$ cat config.mk
export PLATFORM = sky130hd
export DESIGN_NAME = iord_seq_flat
export DESIGN_NICKNAME = d
export VERILOG_FILES = /design/src/rtl/iord_seq_pkg.sv /design/src/rtl/iord_seq_if.sv /design/src/rtl/iord_seq_arb.sv /design/src/rtl/iord_seq.sv /design/src/flat_wrapper.sv
export SDC_FILE = /design/constraint.sdc
export NUM_CORES = 1
export LEC_CHECK = 0
export ABC_AREA = 1
export CAP_MARGIN = 0
export CORE_AREA = 4 4 44 56
export CTS_BUF_LIST = sky130_fd_sc_hd__clkbuf_8
export DETAILED_ROUTE_END_ITERATION = 12
export DIE_AREA = 0 0 48 60
export PLACE_DENSITY = 0.79
export SLEW_MARGIN = 20
export SYNTH_ARGS = -nofsm -noshare
export SYNTH_HDL_FRONTEND = slang
export SYNTH_SLANG_ARGS = --single-unit
$ cat constraint.sdc
create_clock -name clk -period 1.15 [get_ports clk]
set_input_delay 0.1725 -clock clk [delete_from_list [all_inputs] [get_ports clk]]
set_output_delay 0.1725 -clock clk [all_outputs]
set_load 0.005 [all_outputs]
$ cat src/rtl/iord_seq_pkg.sv
// Shared definitions for the iord_seq memory-port sequencer: select codes,
// FSM states, exception cause encoding and ack bit positions.
package iord_seq_pkg;

    localparam logic [2:0] SEL_PC   = 3'b000;
    localparam logic [2:0] SEL_DIV0 = 3'b001;
    localparam logic [2:0] SEL_OVF  = 3'b010;
    localparam logic [2:0] SEL_NOOP = 3'b011;
    localparam logic [2:0] SEL_ALU  = 3'b100;
    localparam logic [2:0] SEL_REGA = 3'b101;
    localparam logic [2:0] SEL_REGB = 3'b110;

    typedef enum logic [2:0] {
        ST_IDLE,
        ST_ACCESS,
        ST_EXC_EPC,
        ST_EXC_READ,
        ST_EXC_LOAD
    } state_e;

    localparam logic [1:0] CAUSE_NONE = 2'b00;
    localparam logic [1:0] CAUSE_DIV0 = 2'b01;
    localparam logic [1:0] CAUSE_OVF  = 2'b10;
    localparam logic [1:0] CAUSE_NOOP = 2'b11;

    localparam int unsigned ACK_FETCH = 0;
    localparam int unsigned ACK_ALU   = 1;
    localparam int unsigned ACK_REGA  = 2;
    localparam int unsigned ACK_REGB  = 3;

endpackage

$ cat src/rtl/iord_seq_if.sv
// Request/status bundle between the main control FSM (master) and iord_seq (slave).
// IORD_SEQ_CAUSE_EN adds exc_cause/exc_lost.
interface iord_seq_if;
    logic       fetch_req;
    logic       alu_req;
    logic       rega_req;
    logic       regb_req;
    logic       req_we;
    logic       exc_div0;
    logic       exc_ovf;
    logic       exc_noop;
    logic [2:0] IorDControl;
    logic       mem_wr;
    logic [3:0] ack;
    logic       epc_wr;
    logic       vec_load;
    logic       exc_busy;
`ifdef IORD_SEQ_CAUSE_EN
    logic [1:0] exc_cause;
    logic       exc_lost;

    modport master (
        output fetch_req, alu_req, rega_req, regb_req, req_we,
        output exc_div0, exc_ovf, exc_noop,
        input  IorDControl, mem_wr, ack, epc_wr, vec_load, exc_busy,
        input  exc_cause, exc_lost
    );
    modport slave (
        input  fetch_req, alu_req, rega_req, regb_req, req_we,
        input  exc_div0, exc_ovf, exc_noop,
        output IorDControl, mem_wr, ack, epc_wr, vec_load, exc_busy,
        output exc_cause, exc_lost
    );
`else
    modport master (
        output fetch_req, alu_req, rega_req, regb_req, req_we,
        output exc_div0, exc_ovf, exc_noop,
        input  IorDControl, mem_wr, ack, epc_wr, vec_load, exc_busy
    );
    modport slave (
        input  fetch_req, alu_req, rega_req, regb_req, req_we,
        input  exc_div0, exc_ovf, exc_noop,
        output IorDControl, mem_wr, ack, epc_wr, vec_load, exc_busy
    );
`endif
endinterface

$ cat src/rtl/iord_seq_arb.sv
// iord_arb: combinational fixed-priority encoder.
// Order: div0 > ovf > noop > alu > rega > regb > fetch.
module iord_arb
    import iord_seq_pkg::*;
(
    input  logic [2:0] pend_i,     // {noop, ovf, div0}
    input  logic       alu_i,
    input  logic       rega_i,
    input  logic       regb_i,
    input  logic       fetch_i,
    output logic [2:0] sel_o,
    output logic       exc_o,
    output logic       vld_o
);

    always_comb begin
        sel_o = SEL_PC;
        exc_o = 1'b0;
        vld_o = 1'b1;
        if (pend_i[0]) begin
            sel_o = SEL_DIV0;
            exc_o = 1'b1;
        end else if (pend_i[1]) begin
            sel_o = SEL_OVF;
            exc_o = 1'b1;
        end else if (pend_i[2]) begin
            sel_o = SEL_NOOP;
            exc_o = 1'b1;
        end else if (alu_i) begin
            sel_o = SEL_ALU;
        end else if (rega_i) begin
            sel_o = SEL_REGA;
        end else if (regb_i) begin
            sel_o = SEL_REGB;
        end else begin
            vld_o = fetch_i;
        end
    end

endmodule

$ cat src/rtl/iord_seq.sv
// iord_seq: memory-port sequencer driving the IorD address mux and write strobe,
// plus the EPC/vector exception sequence. Optional macro: IORD_SEQ_CAUSE_EN.
module iord_seq
    import iord_seq_pkg::*;
#(
    parameter int unsigned MEM_WAIT = 2
) (
    input  logic        clk,
    input  logic        reset,
    iord_seq_if.slave   bus
);

    localparam logic [2:0] CNT_INIT = 3'(MEM_WAIT);

    state_e     state_q, state_d;
    logic [2:0] cnt_q,   cnt_d;
    logic [2:0] sel_q,   sel_d;
    logic       we_q,    we_d;
    logic [2:0] pend_q,  pend_d;

    logic [2:0] exc_in;
    logic [2:0] arb_sel;
    logic       arb_exc;
    logic       arb_vld;
    logic       in_exc;
    logic       take_exc;

    assign exc_in = {bus.exc_noop, bus.exc_ovf, bus.exc_div0};
    assign in_exc = (state_q == ST_EXC_EPC) || (state_q == ST_EXC_READ) ||
                    (state_q == ST_EXC_LOAD);
    assign take_exc = (state_q == ST_IDLE) && arb_exc;

    iord_arb u_arb (
        .pend_i  (pend_q),
        .alu_i   (bus.alu_req),
        .rega_i  (bus.rega_req),
        .regb_i  (bus.regb_req),
        .fetch_i (bus.fetch_req),
        .sel_o   (arb_sel),
        .exc_o   (arb_exc),
        .vld_o   (arb_vld)
    );

    always_comb begin
        state_d = state_q;
        cnt_d   = cnt_q;
        sel_d   = sel_q;
        we_d    = we_q;
        pend_d  = in_exc ? pend_q : (pend_q | exc_in);
        case (state_q)
            ST_IDLE: begin
                if (arb_exc) begin
                    // Older pending causes are discarded; this cycle's arrivals are kept.
                    state_d = ST_EXC_EPC;
                    sel_d   = arb_sel;
                    pend_d  = exc_in;
                end else if (arb_vld) begin
                    state_d = ST_ACCESS;
                    sel_d   = arb_sel;
                    we_d    = bus.req_we && (arb_sel != SEL_PC);
                    cnt_d   = CNT_INIT;
                end
            end
            ST_ACCESS: begin
                if (cnt_q == 3'd0) state_d = ST_IDLE;
                else               cnt_d   = cnt_q - 3'd1;
            end
            ST_EXC_EPC: begin
                state_d = ST_EXC_READ;
                cnt_d   = CNT_INIT;
            end
            ST_EXC_READ: begin
                if (cnt_q == 3'd0) state_d = ST_EXC_LOAD;
                else               cnt_d   = cnt_q - 3'd1;
            end
            ST_EXC_LOAD: state_d = ST_IDLE;
            default:     state_d = ST_IDLE;
        endcase
    end

    always_ff @(posedge clk or negedge reset) begin
        if (!reset) begin
            state_q <= ST_IDLE;
            cnt_q   <= '0;
            sel_q   <= SEL_PC;
            we_q    <= 1'b0;
            pend_q  <= '0;
        end else begin
            state_q <= state_d;
            cnt_q   <= cnt_d;
            sel_q   <= sel_d;
            we_q    <= we_d;
            pend_q  <= pend_d;
        end
    end

    // Outputs are decoded from registered state only.
    always_comb begin
        bus.IorDControl = SEL_PC;
        bus.mem_wr      = 1'b0;
        bus.ack         = '0;
        bus.epc_wr      = 1'b0;
        bus.vec_load    = 1'b0;
        bus.exc_busy    = 1'b0;
        case (state_q)
            ST_ACCESS: begin
                bus.IorDControl = sel_q;
                bus.mem_wr      = we_q && (cnt_q == CNT_INIT);
                if (cnt_q == 3'd0) begin
                    case (sel_q)
                        SEL_ALU:  bus.ack[ACK_ALU]   = 1'b1;
                        SEL_REGA: bus.ack[ACK_REGA]  = 1'b1;
                        SEL_REGB: bus.ack[ACK_REGB]  = 1'b1;
                        default:  bus.ack[ACK_FETCH] = 1'b1;
                    endcase
                end
            end
            ST_EXC_EPC: begin
                bus.epc_wr   = 1'b1;
                bus.exc_busy = 1'b1;
            end
            ST_EXC_READ: begin
                bus.IorDControl = sel_q;
                bus.exc_busy    = 1'b1;
            end
            ST_EXC_LOAD: begin
                bus.IorDControl = sel_q;
                bus.vec_load    = 1'b1;
                bus.exc_busy    = 1'b1;
            end
            default: ;
        endcase
    end

`ifdef IORD_SEQ_CAUSE_EN
    logic [1:0] cause_q;
    logic       lost_q;
    logic       lost_set;

    // Lost: several causes pending at grant, or any arrival while sequencing.
    assign lost_set = (take_exc && ($countones(pend_q) > 1)) || (in_exc && (exc_in != 3'b000));

    always_ff @(posedge clk or negedge reset) begin
        if (!reset) begin
            cause_q <= CAUSE_NONE;
            lost_q  <= 1'b0;
        end else begin
            if (take_exc) cause_q <= arb_sel[1:0];
            if (lost_set) lost_q  <= 1'b1;
        end
    end

    assign bus.exc_cause = cause_q;
    assign bus.exc_lost  = lost_q;
`else
    logic unused_take;
    assign unused_take = take_exc;
`endif

endmodule

$ cat src/flat_wrapper.sv
// flat-port wrapper written by rule: the top's interface ports become plain ports
module iord_seq_flat import iord_seq_pkg::*;
#(
    parameter int unsigned MEM_WAIT = 2
)
  (clk, reset, bus_fetch_req, bus_alu_req, bus_rega_req, bus_regb_req, bus_req_we, bus_exc_div0, bus_exc_ovf, bus_exc_noop, bus_IorDControl, bus_mem_wr, bus_ack, bus_epc_wr, bus_vec_load, bus_exc_busy);
  iord_seq_if bus_i ();
  input  logic clk;
  input  logic reset;
  input wire logic [$bits(bus_i.fetch_req)-1:0] bus_fetch_req;
  input wire logic [$bits(bus_i.alu_req)-1:0] bus_alu_req;
  input wire logic [$bits(bus_i.rega_req)-1:0] bus_rega_req;
  input wire logic [$bits(bus_i.regb_req)-1:0] bus_regb_req;
  input wire logic [$bits(bus_i.req_we)-1:0] bus_req_we;
  input wire logic [$bits(bus_i.exc_div0)-1:0] bus_exc_div0;
  input wire logic [$bits(bus_i.exc_ovf)-1:0] bus_exc_ovf;
  input wire logic [$bits(bus_i.exc_noop)-1:0] bus_exc_noop;
  output wire logic [$bits(bus_i.IorDControl)-1:0] bus_IorDControl;
  output wire logic [$bits(bus_i.mem_wr)-1:0] bus_mem_wr;
  output wire logic [$bits(bus_i.ack)-1:0] bus_ack;
  output wire logic [$bits(bus_i.epc_wr)-1:0] bus_epc_wr;
  output wire logic [$bits(bus_i.vec_load)-1:0] bus_vec_load;
  output wire logic [$bits(bus_i.exc_busy)-1:0] bus_exc_busy;
  assign bus_i.fetch_req = bus_fetch_req;
  assign bus_i.alu_req = bus_alu_req;
  assign bus_i.rega_req = bus_rega_req;
  assign bus_i.regb_req = bus_regb_req;
  assign bus_i.req_we = bus_req_we;
  assign bus_i.exc_div0 = bus_exc_div0;
  assign bus_i.exc_ovf = bus_exc_ovf;
  assign bus_i.exc_noop = bus_exc_noop;
  assign bus_IorDControl = bus_i.IorDControl;
  assign bus_mem_wr = bus_i.mem_wr;
  assign bus_ack = bus_i.ack;
  assign bus_epc_wr = bus_i.epc_wr;
  assign bus_vec_load = bus_i.vec_load;
  assign bus_exc_busy = bus_i.exc_busy;
  iord_seq #(.MEM_WAIT(MEM_WAIT)) u_core (.clk(clk), .reset(reset), .bus(bus_i));
endmodule
Word-level counts from Yosys, hierarchy flattened
Cells that the tools add are included.
{"block": "word_totals", "regBits": 13}
{"block": "op_classes", "mux": 40, "eq_ne": 14, "reduce_logical": 17, "addsub": 1, "bitwise_logic": 2}
{"operator": "$mux 3", "count": 19}
{"operator": "$mux 1", "count": 17}
{"operator": "$eq 3x3->1 const B", "count": 4}
{"operator": "$pmux 3 s4", "count": 1}
{"operator": "$eq 3x2->1 const B", "count": 3}
{"operator": "$pmux 3 s3", "count": 1}
{"operator": "$reduce_or 3->1", "count": 3}
{"operator": "$mux 4", "count": 2}
{"operator": "$logic_not 3->1", "count": 2}
{"operator": "$ne 2x2->1 const B", "count": 3}
{"operator": "$reduce_and 3->1", "count": 2}
{"operator": "$reduce_bool 3->1", "count": 2}
{"operator": "$ne 2x1->1 const B", "count": 2}
{"operator": "$reduce_and 4->1", "count": 1}
{"operator": "$eq 3x1->1 const B", "count": 1}
{"operator": "$ne 3x1->1 const B", "count": 1}
{"operator": "$or 3x3->3", "count": 1}
{"operator": "$sub 3x1->3 const B", "count": 1}
{"operator": "$logic_and 1x1->1", "count": 2}
{"operator": "$logic_or 1x1->1", "count": 2}
{"operator": "$reduce_and 2->1", "count": 1}
{"operator": "$reduce_bool 2->1", "count": 1}
{"operator": "$reduce_or 2->1", "count": 1}
{"operator": "$not 1->1", "count": 1}

Logic depth before layout (Yosys ltp)
{"block": "depth", "depth_word": 9, "depth_mapped": 8, "depth_no_buf": 8}

Modules after synthesis
From an unflattened synthesis, not the netlist that was laid out.
{"block": "unflattened", "hier_cells": 124, "area_unflattened_um2": 870.8}
{"mod": "iord_seq", "cells_each": 107, "instances": 1, "area_per_inst_um2": 797.0}
{"mod": "iord_arb", "cells_each": 17, "instances": 1, "area_per_inst_um2": 73.8}

Worst setup path before layout
OpenSTA, ideal clock, no wires.
{"block": "synth_timing", "path_type": "flip-flop to output port", "from": "register u_core.cnt_q[0]", "to": "output port bus_ack[1]", "n_path_buf": 0, "required_time_ns": 0.978, "stages_incl_launch_ff": 7, "slack_ns": -0.105, "arrival_ns": 1.083, "cell_sequence": "dfrtp_1 > inv_1 > ha_1 > nand2_1 > inv_1 > nand3_4 > nor4_1"}
{"block": "synth_via", "elab_chain_cells": 3}
{"item": "from (decl)", "line_no": "iord_seq.sv:16", "rtl": "logic [2:0] cnt_q, cnt_d;"}
{"item": "from (signal assigned)", "line_no": "iord_seq.sv:90", "rtl": "cnt_q <= cnt_d;"}
{"item": "$logic_not 3->1", "line_no": "iord_seq.sv:109", "rtl": "if (cnt_q == 3'd0) begin"}
{"item": "$mux 4", "line_no": "iord_seq.sv:109"}
{"item": "$mux 4", "line_no": "iord_seq.sv:105", "rtl": "case (state_q)"}
{"item": "to (decl)", "line_no": "flat_wrapper.sv:20", "rtl": "output wire logic [$bits(bus_i.ack)-1:0] bus_ack;"}
No other way between the ends.

Worst setup path after layout
{"block": "layout_timing", "from": "register u_core.cnt_q[1]", "to": "output port bus_ack[3]"}
Same word-level chain as after synthesis.

==> metrics.txt <==
outcome finished with violations; violated checks negative setup slack; max-cap violation count 0; Worst slew margin 0.833; Yosys cell types 20; Leakage 0.900 nW; fin crit share 1.43; crit-path max FO 3; Worst path max stage delay just under 0.4 ns; Port Buf Inserts 20; initial antenna violation count 0; Comb power frac 0.748; pwr dens 2830 nW/um2; Sw Share 0.456; vias in the first global route approximately 1200; DR DRC count 0; Place WS -0.592 ns; Switch Pwr 2.26 mW; arrival time worst endpoint 1.48 ns; Via density 5.43; initial core utilization 0.430; row cnt 18; Final min period 1.65 ns; clk sinks 13; top cell type's share of synthesized area 0.390; Detail Placement HPWL 1940 um; routability-driven placement congestion ratio 0.814; actual slew at the worst max-slew pin between 0.2 and 0.25 ns; Yosys Warn Count 0; CTS max path bufs 2; # setup viols final 24; Layout Nets slightly above 200; worst path cell trace inv_2 > ha_4 > nand2_4 > inv_4 > nand3_4 > buf_6 > nor4_4 > buf_2; Worst Clk Skew between 0.003 and 0.004 ns; Seq cells post-synth 13; Worst-Skew Late Latency about 0.25 ns; most frequent cells in the layout 40 x buf_4, 13 x nand2_1, 13 x buf_6, 13 x dfrtp_1, 12 x inv_1; fraction of layout cells with a size suffix above 1 0.619; setup ws final -0.499 ns; Max Freq 606 MHz; clock share of power 0.082; Post-Syn Area ~830 um2; worst hold path class in2async; cts bufs inserted 3; remaining global-route overflow 0; IO Count 21; Die Span Y 60 um; CTS tree done; main area contributors after synthesis dfrtp_1 39%, nand2_1 11%, inv_1 9.5%, nor2_1 6.3%, nand3_1 4.8%; startpoint types flop; slowest CP cell dfrtp_1; P&R area growth vs syn 110%; Worst IR Drop VDD around 2700 uV; global-route wire length before repair about 5200 um; per-cell routed wire length roughly 18 um; CTS H-tree lvls 1; Pins Over Slew Limit 0; Starting DRT DRC Count between 40 and 50; Sum Neg Setup Slack -7.60 ns; Die W between 40 and 50 um; Post-Syn Area per Cell roughly 7.4 um2; root buffer cell clkbuf_8; Hold Buf Count CTS 0; Final Hold Fails 0; Reg power frac 0.169; dominant cell type by area after synthesis dfrtp_1; pin count of the biggest net entering global routing 14; post-synthesis sequential area ratio 0.390; Internal 2.69 mW; unrepaired setup endpoints after global routing yes; diode count 0; GR Util All Layers 0.266; Synth Instances about 110; post-route ant nets 0; Setup Crit Path Kind reg2out; DIE AREA 2880 um2; vias 1134; Setup crit end kind output port; Routed WL 3690 um; Placeable Area between 1500 and 2000 um2; syn_nets 125; DR pass1 iterations 4; Reg clk slew, reported paths 0.06 ns; Critical Path RT around 1 ns; most common cell after layout, fill and taps aside buf_4
power by group through the flow:
stage	logic, mW	registers (mW)	clock network (mW)
after floorplan	1.06	0.860	0
after global placement	2.15	0.812	0
after detailed placement	2.26	0.827	0
after CTS	2.94	0.812	0.414
after global routing	3.93	0.856	0.449
final	3.70	0.837	0.408
Yosys cell counts, drive strengths merged:
| master | number |
|---|---|
| a21oi | 3 |
| dfrtp | 13 |
| ha | 3 |
| inv | 21 |
| nand2 | 28 |
| nand3 | 9 |
| nand4 | 1 |
| nor2 | 19 |
| nor3 | 1 |
| nor4 | 3 |
| o21ai | 9 |
| o31ai | 1 |
| xor2 | 1 |
registers in the layout (all words and copies together) (netlist names):
| register | count |
|---|---|
| u_core.cnt_q | 3 |
| u_core.pend_q | 3 |
| u_core.sel_q | 3 |
| u_core.state_q | 3 |
| u_core.we_q | 1 |
cells by family (layout without fill, tap and decap cells):
kind of cell    after synthesis  count (layout)  synth area share
simple gates                 61              61             0.374
buf+inv                      21              98            0.0946
compound gates               13              13            0.0856
flops                        13              13             0.390
fa+ha+maj                     3               3            0.0450
xor+xnor                      1               1            0.0105
critical path, delay by kind of cell (launching register included):
family | cells | cell delay [ns]
buffers and inverters | 4 | 0.45
DFF | 1 | 0.39
and+or+nand+nor | 3 | 0.23
adders and majority gates | 1 | 0.15
per-stage QoR:
step | instance area (um2) | hold slack (ns) | utilization | cells | total power [mW]
CTS | 1580 | 0.242 | 0.816 | 201 | 4.17
global placement | 1340 | 0.497 | 0.694 | 182 | 2.97
finish | 1750 | 0.238 | 0.902 | 209 | 4.95
detailed placement | 1340 | 0.500 | 0.694 | 182 | 3.09
floorplan | 881 | -0.123 | - | 112 | 1.92
global route | 1750 | 0.239 | 0.902 | 209 | 5.23
cell type report:
type | count | area, um2
clock buffers | 3 | 41.3
repair buffers | 73 | 607
well taps | 20 | 25.0
flip-flops and latches | 13 | 325
fillers | 82 | 190
clock inverters | 1 | 3.75
multi-input cells | 78 | 656
inverters | 21 | 88.8
worst paths after layout:
| path | cells after the start | end | startpoint | slack (ns) |
|---|---|---|---|---|
| max | 8 | bus_ack[3] | u_core.cnt_q[1] | -0.50 |
| min | 2 | u_core.sel_q[0] | reset | 0.24 |
| max reg2reg | 8 | u_core.cnt_q[1] | u_core.state_q[0] | -0.33 |
| min reg2reg | 3 | u_core.sel_q[0] | u_core.pend_q[1] | 0.58 |
| max in group asynchronous | 2 | u_core.state_q[1] | reset | 0.74 |
| min in group clk | 3 | u_core.pend_q[1] | bus_exc_ovf | 0.50 |
per-layer routing:
layer	routed length (um)	share of wire	track usage	vias to the layer above
li1	-	-	-	504
met1	1290	0.35	0.281	537
met2	1980	0.54	0.461	76
met3	267	0.072	0.0633	17
met4	152	0.041	0.142	0
met5	0	0	0	-
timing repair:
action / 4_1_cts / 5_1_grt
pin swaps: 12 / 18
buffers inserted: 17 / 14
setup endpoints to repair: 24 / 24
gates resized for setup: 88 / 29
(Power assumes the default switching activity.)
